**src/rtl/square_pkg.sv**
```systemverilog
// Shared state encoding and elaboration helpers for the square_seq digit-serial multiplier.
package square_pkg;

    typedef enum logic [1:0] {
        IDLE = 2'd0,
        RUN  = 2'd1,
        DONE = 2'd2
    } state_t;

    function automatic int num_digits(input int bitwidth, input int digit);
        return bitwidth / digit;
    endfunction

    // One extra bit so the count can reach N without wrapping.
    function automatic int count_width(input int bitwidth, input int digit);
        return $clog2(bitwidth / digit) + 1;
    endfunction

    function automatic bit cfg_ok(input int bitwidth, input int digit);
        return (digit > 0) && (digit <= bitwidth) && ((bitwidth % digit) == 0);
    endfunction

endpackage

```
**src/rtl/square_digit_mac.sv**
```systemverilog
// One multiplier-digit step: acc + ((op_b * digit) << (count*DIGIT)), kept at full 2*BITWIDTH width.
module square_digit_mac #(
    parameter int BITWIDTH = 32,
    parameter int DIGIT    = 4,
    parameter int CW       = 4
) (
    input  logic [2*BITWIDTH-1:0] acc,
    input  logic [BITWIDTH-1:0]   op_b,
    input  logic [DIGIT-1:0]      digit,
    input  logic [CW-1:0]         count,
    output logic [2*BITWIDTH-1:0] acc_next
);
    localparam int AW = 2 * BITWIDTH;
    localparam int PW = BITWIDTH + DIGIT;

    logic [PW-1:0] partial;
    logic [AW-1:0] partial_ext;
    logic [31:0]   shamt;

    assign partial     = PW'(op_b) * PW'(digit);
    assign partial_ext = AW'(partial);
    assign shamt       = 32'(count) * 32'(DIGIT);
    assign acc_next    = acc + (partial_ext << shamt);

endmodule

```
**src/rtl/square_seq.sv**
```systemverilog
// Digit-serial squarer, DIGIT multiplier bits per cycle with early exit once the remaining x digits are zero.
// Optional macro SQUARE_SEQ_MULT_EN adds input b and computes y = x*b instead of x*x.
//
// state | meaning
// IDLE  | waiting for an operand, in_ready high
// RUN   | accumulating one multiplier digit per cycle
// DONE  | result held on y with out_valid high until out_ready
module square_seq
    import square_pkg::*;
#(
    parameter int BITWIDTH = 32,
    parameter int DIGIT    = 4
) (
    input  logic                  sys_clk,
    input  logic                  sys_rst_n,
    input  logic                  in_valid,
    output logic                  in_ready,
    input  logic [BITWIDTH-1:0]   x,
`ifdef SQUARE_SEQ_MULT_EN
    input  logic [BITWIDTH-1:0]   b,
`endif
    output logic                  out_valid,
    input  logic                  out_ready,
    output logic [2*BITWIDTH-1:0] y
);
    localparam int N  = num_digits(BITWIDTH, DIGIT);
    localparam int CW = count_width(BITWIDTH, DIGIT);
    localparam logic [CW-1:0] LAST = CW'(N - 1);

    if (!cfg_ok(BITWIDTH, DIGIT)) begin : g_cfg_check
        $error("square_seq: DIGIT must be nonzero, divide BITWIDTH and not exceed it");
    end

    state_t                state;
    logic [BITWIDTH-1:0]   op_a;
    logic [BITWIDTH-1:0]   op_b;
    logic [BITWIDTH-1:0]   op_b_load;
    logic [BITWIDTH-1:0]   op_a_shift;
    logic [2*BITWIDTH-1:0] acc;
    logic [2*BITWIDTH-1:0] acc_next;
    logic [CW-1:0]         count;
    logic                  out_valid_r;
    logic [2*BITWIDTH-1:0] y_r;

`ifdef SQUARE_SEQ_MULT_EN
    assign op_b_load = b;
`else
    assign op_b_load = x;
`endif

    assign op_a_shift = op_a >> DIGIT;

    square_digit_mac #(
        .BITWIDTH (BITWIDTH),
        .DIGIT    (DIGIT),
        .CW       (CW)
    ) u_mac (
        .acc      (acc),
        .op_b     (op_b),
        .digit    (op_a[DIGIT-1:0]),
        .count    (count),
        .acc_next (acc_next)
    );

    always_ff @(posedge sys_clk or negedge sys_rst_n) begin
        if (!sys_rst_n) begin
            state       <= IDLE;
            op_a        <= '0;
            op_b        <= '0;
            acc         <= '0;
            count       <= '0;
            out_valid_r <= 1'b0;
            y_r         <= '0;
        end else begin
            unique case (state)
                IDLE: begin
                    if (in_valid) begin
                        op_a  <= x;
                        op_b  <= op_b_load;
                        acc   <= '0;
                        count <= '0;
                        state <= RUN;
                    end
                end
                RUN: begin
                    acc   <= acc_next;
                    op_a  <= op_a_shift;
                    count <= count + 1'b1;
                    // Remaining high digits of x are zero: nothing left to add.
                    if (count == LAST || op_a_shift == '0) begin
                        state       <= DONE;
                        out_valid_r <= 1'b1;
                        y_r         <= acc_next;
                    end
                end
                DONE: begin
                    if (out_ready) begin
                        state       <= IDLE;
                        out_valid_r <= 1'b0;
                        y_r         <= '0;
                    end
                end
                default: begin
                    state       <= IDLE;
                    out_valid_r <= 1'b0;
                    y_r         <= '0;
                end
            endcase
        end
    end

    assign in_ready  = (state == IDLE);
    assign out_valid = out_valid_r;
    assign y         = y_r;

endmodule

```
**config.mk**
```make
export PLATFORM = sky130hd
export DESIGN_NAME = square_seq
export DESIGN_NICKNAME = d
export VERILOG_FILES = /design/src/rtl/square_pkg.sv /design/src/rtl/square_digit_mac.sv /design/src/rtl/square_seq.sv
export SDC_FILE = /design/constraint.sdc
export NUM_CORES = 1
export LEC_CHECK = 0
export CAP_MARGIN = 30
export CORE_MARGIN = 5
export CORE_UTILIZATION = 59
export CTS_CLUSTER_SIZE = 28
export DETAILED_ROUTE_END_ITERATION = 7
export PLACE_DENSITY = 0.85
export SLEW_MARGIN = 15
export SYNTH_ARGS = -nofsm -noshare
export SYNTH_HDL_FRONTEND = slang
export SYNTH_SLANG_ARGS = --single-unit
export TNS_END_PERCENT = 1
```
**constraint.sdc**
```tcl
create_clock -name sys_clk -period 8.1 [get_ports sys_clk]
set_clock_uncertainty 0.05 [all_clocks]
set_input_delay 0.81 -clock sys_clk [delete_from_list [all_inputs] [get_ports sys_clk]]
set_output_delay 0.81 -clock sys_clk [all_outputs]
set_load 0.05 [all_outputs]
```
==> results of run 1 <==
worst paths after layout:
path                                start        end  slack (ps)  depth (start not counted)
max in group asynchronous       sys_rst_n  out_valid        6530                          3
worst min register to register      y[22]      y[22]         430                          2
min in group sys_clk                y[22]      y[22]         430                          2
worst min-delay path            sys_rst_n       y[5]         290                          1
worst max register to register    op_a[3]      y[53]         360                         27
worst max-delay path              op_a[3]      y[53]         360                         27
cell usage in the layout, fill, tap and decap left out, drive strengths merged, types with 8 or more instances in the layout:
master,synthesis,routed
a211oi,18,18
a21o,52,52
a21oi,149,149
a22o,27,27
a22oi,8,8
a31oi,15,15
and2,103,103
and3,11,11
buf,15,45
clkbuf,103,20
clkdlybuf4s50,0,100
dfrtp,199,199
fa,61,61
ha,109,109
inv,141,146
mux2,9,9
mux2i,16,16
nand2,499,499
nand2b,9,9
nand3,75,75
nand4,27,27
nor2,122,122
nor2b,8,8
nor3,23,23
nor4,18,18
o211ai,19,19
o21a,19,19
o21ai,144,144
o21bai,20,20
o22ai,11,11
o31ai,13,13
or3,9,9
xnor2,49,49
xor2,33,33
metal layers:
metal  up-vias  routed length (um)  share of wire (%)
met4         2                1660                3.2
met1      7933               23000                 44
met3       138                4490                8.6
met5         -                  13              0.025
li1       7708                   -                  -
met2       735               23200                 44
sequential cells by signal, summed over array words and instances (netlist names):
| name | count |
|---|---|
| out_valid | 1 |
| count | 4 |
| op_b | 32 |
| y | 64 |
| state | 2 |
| acc | 64 |
| op_a | 32 |
worst register-to-register path, stage by stage, from the launching register on:
cell and delay [ps]:
dfrtp_2 500, buf_4 230, and2_1 170, fa_1 530, inv_1 50, fa_1 520
inv_1 40, ha_1 440, nand2_1 130, or3_1 410, nor3_4 290, o21a_2 240
mux2i_1 140, nor2_1 310, a211oi_1 120, or2_2 340, o21ai_1 330, ha_1 400
a21oi_1 250, o21ai_0 200, a21oi_1 220, o221ai_1 190, or3_1 380, a211oi_1 440
nor2_1 160, a211oi_2 220, xnor2_1 120, a22o_1 210
per-stage QoR:
stage	setup slack [ps]	utilization [%]	setup TNS (ps)	instances	instance area, sq um
after floorplan	1340	-	0	2217	17500
after global placement	202	64.0	0	2632	18800
after detailed placement	179	64.2	0	2634	18900
after CTS	134	66.1	0	2665	19400
after global routing	-29.5	66.3	-31.3	2666	19500
final	364	66.3	0	2666	19500
final cells by class:
type                    count  area [sq um]  share of cell area [%]
clock buffers              19           443                    2.27
clock inverters            12           115                   0.591
inverters                 144           541                    2.77
multi-input cells        1756         11500                    59.1
flip-flops and latches    199          4980                    25.6
well taps                 390           488                    2.50
repair buffers            146          1410                    7.21
cell families after synthesis:
kind of cell             synth area share, %
adder cells (fa/ha/maj)                 14.8
AND/OR/NAND/NOR                         23.8
AO/OA/AOI/OAI                           20.9
XOR/XNOR                                4.20
buffers and inverters                   5.74
flip-flops                              28.5
multiplexers                            2.04
==> metrics.md, run 1 <==
| Metric | Value |
|---|---|
| Via density per instance | 6.20 |
| Row Count | 63 |
| Initial antenna violation count | 1 |
| Total Nets Final | 2470 |
| First-pass GRT wire length | 85500 um |
| Outcome | finished, final reports clean |
| Initial Utilization | 59.4% |
| Sequential-to-total area share from yosys stat | 28.5% |
| Rel. slew slack | 35.0% |
| Critical path's slowest cell | fa_1 |
| Critical path required time | 8410 ps |
| Die area | 33100 sq um |
| Met3 Usage GRT | 7.29% |
| Worst skew pair latency | 470 ps |
| Min cycle time layout | 7740 ps |
| Final setup fails | 0 |
| Post-synthesis cell type count | 87 |
| Via count | 16500 |
| GPL Wtd Cong | 1.06 |
| Top post-synthesis cells by count | nand2_1, dfrtp_1, a21oi_1, inv_1, o21ai_0 |
| Largest net degree at the start of global routing | 79 |
| HPWL after DPL | 40300 um |
| Number of synthesized flops with an enable pin | 0 |
| TritonCTS Buffers | 17 |
| Fmax | 129 MHz |
| Cts repair resizes | 0 |
| Syn Inst Count | 2217 |
| Final period util | 95.5% |
| Crit path max-delay family | compound AO/OA/AOI/OAI gates |
| Top Usage Layer GRT | met2 |
| Final Max Slew Viols | 0 |
| Yosys warns | 0 |
| WL per Instance | 19.6 um |
| Synth area leaders | dfrtp_1, nand2_1, ha_1, fa_1, a21oi_1 |
| CTS clk-pin slew, worst paths | 80 ps |
| Antenna Nets Post-Route | 0 |
| Antenna Cells | 0 |
| Setup bufs post-CTS | 0 |
| Vias in the first global route | 16100 |
| Die W | 182 um |
| Area grow syn2layout | 11.6% |
| Num ports | 102 |
| Fillers | 2497 |
| Crit-path max cell delay | 530 ps |
| Ys async rst share | 100% |
| Syn_area_per_cell | 7.87 sq um |
| Root buf cell | clkbuf_16 |
| Met1 Use GR | 44.6% |
| WP buf/inv | 3 |
| Cts hold-fix bufs | 0 |
| Slew @ Worst Pin | 975 ps |
| Hold_ws | 289 ps |
| H-tree depth | 4 |
| Crit path max fanout | 18 |
| Most frequent cell after synthesis | nand2_1 |
| Setup crit end kind | register |
| Total Routed Length | 52300 um |
| Core Area | 29400 sq um |
| Class of the worst hold path | primary input to asynchronous set/reset pin |
| Post-Syn Area | 17500 sq um |
| Most common flop cell mapped by yosys | dfrtp_1 |
| Synth top area share | 28.5% |
| Yosys top cell by area | dfrtp_1 |
| Number of max-cap violations | 0 |
| PortBufs | 101 |
| DR iter-0 viols | 1713 |
| Share of layout cells above drive strength 1 | 6.06% |
| Register bit total from synthesis | 199 |
| Final Hold Vio Count | 0 |
| Syn Nets | 2423 |
| CP startpoint kind | register |
| # clock sinks | 199 |
| GR Overflow Total | 0 |
| Die height | 182 um |
| Kind of critical path | register to register |
| GRT Overall Usage | 31.8% |
| TritonCTS clock tree | yes |
| Drt pass-1 iters | 7 |
| # DRC | 0 |
| CTS Buffer Depth | 2 |
| WP data arrival | 8040 ps |
| M2 GR Usage | 49.1% |
Power of run 1 is not shown: default switching activity piles up to over one toggle a cycle in this logic, so the estimate is an artifact.
==> run 2, diff against run 1 <==
Clock period 8.1 ns to 8.53 ns, I/O delays scaled along.
==> run 2 against run 1 <==
  * Final cell count down 0.34%
  * Final area about the same
  * Non-clock buffer count down 10
  * First-iteration DRC count down 7.0%
  * Flip-flop and latch count unchanged
  * Largest cell class unchanged
==> metrics.md, run 2 (synthesis results as in run 1) <==
| Metric | Value |
|---|---|
| Outcome | finished, final reports clean |
| DR iter-0 viols | 1593 |
| CTS clk-pin slew, worst paths | 90 ps |
| Share of layout cells above drive strength 1 | 5.65% |
| Num ports | 102 |
| Min cycle time layout | 8010 ps |
| Sum Neg Setup Slack | 0 ps |
| H-tree depth | 4 |
| First-pass GRT wire length | 84100 um |
| WP data arrival | 8370 ps |
| Final Max Slew Viols | 0 |
| Critical Path Most Common Cell | fa_1 |
| GPL Wtd Cong | 1.02 |
| Class of the worst hold path | primary input to asynchronous set/reset pin |
| Fmax | 125 MHz |
| Slew @ Worst Pin | 926 ps |
| Commonest cells after routing, fill and taps aside | nand2_1, dfrtp_1, a21oi_1 |
| Row Count | 63 |
| Core Area | 29400 sq um |
| HPWL after DPL | 39800 um |
| Kind of critical path | register to register |
| Initial antenna violation count | 0 |
| Worst skew pair latency | 480 ps |
| Root buf cell | clkbuf_16 |
| Number of max-cap violations | 0 |
| Total Routed Length | 52300 um |
| Crit path max-delay family | compound AO/OA/AOI/OAI gates |
| Via density per instance | 6.22 |
| Total Nets Final | 2460 |
| Final period util | 93.9% |
| GR Overflow Total | 0 |
| WL per Instance | 19.7 um |
| Area grow syn2layout | 11.5% |
| Critical path required time | 8890 ps |
| Final Hold Vio Count | 0 |
| RSZ-0062 raised after global routing | false |
| Initial Utilization | 59.4% |
| Setup bufs post-CTS | 0 |
| Die W | 182 um |
| Die height | 182 um |
| Critical path, cell by cell | nand2_1 -> fa_1 -> inv_1 -> fa_1 -> fa_1 -> a211oi_2 -> o21ai_2 -> a31oi_2 -> nor3_4 -> o2111ai_1 -> nor3b_1 -> o211ai_1 -> a21oi_1 -> nor2_1 -> ha_1 -> nand4_1 -> nor4_1 -> o21ai_0 -> o2111ai_1 -> nand3_1 -> o21ai_0 -> o211ai_1 -> or4_1 -> nand3_1 |
| Final setup fails | 0 |
| Die area | 33100 sq um |
| TritonCTS Buffers | 17 |
| WP buf/inv | 1 |
| Antenna Cells | 0 |
| # clock sinks | 199 |
| Vias in the first global route | 15700 |
| Drt pass-1 iters | 6 |
| Commonest non-fill, non-tap cell in the layout | nand2_1 |
| Via count | 16500 |
| Crit path max fanout | 12 |
| GRT Overall Usage | 31.4% |
| Rel. slew slack | 38.1% |
| Fillers | 2399 |
| Largest net degree at the start of global routing | 99 |
| # DRC | 0 |
| Setup crit end kind | register |
| CP startpoint kind | register |
| Crit-path max cell delay | 560 ps |
| TritonCTS clock tree | yes |
| Critical path's slowest cell | fa_1 |
| Antenna Nets Post-Route | 0 |
| CTS Buffer Depth | 2 |
| PortBufs | 101 |
## run 2: cell count changes in the layout (fill, tap and decap cells not counted), sizes merged
cell	delta
clkinv	+2
clkinvlp	-2
bufinv	+1
buf	-10
## run 2: final timing paths
check | from | to | slack [ps] | cells past startpoint
min in group sys_clk | y[2] | y[2] | 430 | 2
worst min-delay path | sys_rst_n | y[5] | 330 | 1
worst max-delay path | op_a[3] | y[63] | 520 | 24
worst max register to register | op_a[3] | y[63] | 520 | 24
worst min register to register | y[2] | y[2] | 430 | 2
max in group asynchronous | sys_rst_n | acc[60] | 6870 | 2
## run 2: stage by stage
step	cell area [sq um]	hold WS, ps	setup slack (ps)	utilization (%)	instances
after detailed placement	18800	419	367	63.8	2622
after global routing	19500	380	91.8	66.2	2657
after global placement	18700	411	309	63.8	2621
after CTS	19400	343	297	65.9	2654
final	19500	329	519	66.2	2657
after floorplan	17500	402	1770	-	2217
## run 2: cell type report
class                           count  area, sq um  area share, %
Multi-Input combinational cell   1756        11500           59.1
Inverter                          144          541           2.78
Sequential cell                   199         4980           25.6
Clock inverter                     13          160          0.823
Tap cell                          390          488           2.51
Clock buffer                       19          453           2.33
Timing Repair Buffer              136         1350           6.91
## run 2: routing by layer
metal  vias up  share of wire, %  wire (um)  GRT usage, %
li1       7683                 -          -             -
met1      7971                44      22900          44.9
met2       758                45      23300          47.7
met3       112               8.8       4590          6.89
met4         0               2.7       1440          9.88
met5         -                 0          0             0
## run 2: what timing repair did
item / in CTS / in global routing
setup endpoints to repair: 0 / 9
resized for setup: 0 / 4
hold buffers: 0 / 0
Power of run 2 is left out for the same reason.
==> run 3, diff against run 2 <==
Settings changed: CAP_MARGIN 30 to 20, CORE_ASPECT_RATIO set to 1.2.
==> run 3 against run 2 <==
  * Register-to-register slack got worse by 110 ps
  * Setup slack worse by 110 ps
  * Utilization shrank 0.55 points
  * Hold slack got worse by 3.3 ps
  * Count of clock-buffer cells in the layout fell by 1
  * Flip-flop and latch count did not move
  * Die area about the same
  * Non-clock buffer count decreased by 5
  * Final area shrank 0.71%
  * First-iteration DRC count fell by 6.3%
  * Maximum frequency shrank 1.3%
  * Critical path depth is 5 higher
  * Highest routed layer unchanged
==> metrics.md, run 3 (synthesis results as in run 1) <==
| Metric | Value |
|---|---|
| GPL Wtd Cong | 1.01 |
| TritonCTS clock tree | yes |
| Vias in the first global route | 16200 |
| Dpl cells | 2620 |
| Setup crit end kind | register |
| RSZ-0062 raised after global routing | false |
| HPWL after DPL | 41500 um |
| Final instance area | 19300 sq um |
| # clock sinks | 199 |
| GRT Overall Usage | 32.2% |
| Rel. slew slack | 26.9% |
| Largest net degree at the start of global routing | 106 |
| Worst skew pair latency | 460 ps |
| Die area | 33100 sq um |
| Die W | 167 um |
| Commonest cells after routing, fill and taps aside | nand2_1, dfrtp_1, a21oi_1 |
| WL per Instance | 20.3 um |
| DR iter-0 viols | 1493 |
| Crit path max fanout | 24 |
| Number of max-cap violations | 0 |
| Root buf cell | clkbuf_16 |
| Class of the worst hold path | primary input to asynchronous set/reset pin |
| Drt pass-1 iters | 6 |
| Via density per instance | 6.16 |
| Num ports | 102 |
| Final Hold Vio Count | 0 |
| Outcome | finished, final reports clean |
| Critical path required time | 8820 ps |
| Sum Neg Setup Slack | 0 ps |
| Antenna Nets Post-Route | 0 |
| Final non-filler cell total | 2652 |
| Row Count | 69 |
| WP data arrival | 8410 ps |
| Layout Utilization | 65.7% |
| Initial antenna violation count | 0 |
| Antenna Cells | 0 |
| GR Overflow Total | 0 |
| Min cycle time layout | 8120 ps |
| H-tree depth | 4 |
| First-pass GRT wire length | 85900 um |
| Via count | 16300 |
| Fmax | 123 MHz |
| PortBufs | 101 |
| Final period util | 95.2% |
| Area grow syn2layout | 10.7% |
| Initial Utilization | 59.3% |
| Placed inst area | 18700 sq um |
| CTS Buffer Depth | 2 |
| Share of layout cells above drive strength 1 | 5.31% |
| TritonCTS Buffers | 17 |
| Worst r2r path cells | 29 |
| Kind of critical path | register to register |
| Final Max Slew Viols | 0 |
| Commonest non-fill, non-tap cell in the layout | nand2_1 |
| CTS clk-pin slew, worst paths | 70 ps |
| Total Routed Length | 53900 um |
| # DRC | 0 |
| Crit-path max cell delay | 640 ps |
| Final setup fails | 0 |
| CP startpoint kind | register |
| Setup bufs post-CTS | 0 |
| Critical path's slowest cell | nor4_1 |
| Die height | 198 um |
| Total Nets Final | 2455 |
| Core Area | 29400 sq um |
| Slew @ Worst Pin | 1100 ps |
==> run 3: metal layers <==
metal | up-vias | wire, um | global-route usage, %
li1 | 7682 | - | -
met1 | 7765 | 21000 | 38.3
met2 | 689 | 26500 | 56.6
met3 | 192 | 2930 | 3.82
met4 | 0 | 3490 | 18.9
met5 | - | 0 | 0
==> run 3: cell type report <==
| type | count | area, sq um |
|---|---|---|
| clock buffer | 18 | 429 |
| clock inverter | 14 | 160 |
| fill | 2528 | 10100 |
| inverter | 144 | 541 |
| multi-input combinational | 1756 | 11500 |
| sequential | 199 | 4980 |
| tap | 390 | 488 |
| timing repair buffer | 131 | 1240 |
==> run 3: path summary, 6_finish.rpt <==
kind                       slack, ps  endpoint      start
setup / recovery                 410   acc[54]    op_a[3]
hold / removal                   330   acc[18]  sys_rst_n
setup reg to reg                 410   acc[54]    op_a[3]
hold reg to reg                  430     y[34]      y[34]
max in group asynchronous       6740   op_a[1]  sys_rst_n
min in group sys_clk             430     y[34]      y[34]
==> run 3: what timing repair did <==
action / 4_1_cts / 5_1_grt
setup endpoints to repair: 0 / 8
hold buffers: 0 / 0
resized for setup: 0 / 1
==> run 3: worst max-delay path, delay by kind of cell (launching register included) <==
family / cells / cell delay (ps)
AOI/OAI and AO/OA: 15 / 3430
xor gates and xnor gates: 2 / 350
adders and majority gates: 4 / 1900
buffers and inverters: 4 / 500
DFF: 1 / 470
muxes: 1 / 260
and+or+nand+nor: 3 / 1030
==> run 3: through the flow <==
step | setup slack, ps | hold slack [ps]
final | 413 | 326
after global routing | 82.3 | 376
after CTS | 429 | 351
after detailed placement | 472 | 415
after global placement | 499 | 411
after floorplan | 1770 | 402
Power of run 3 is left out for the same reason.
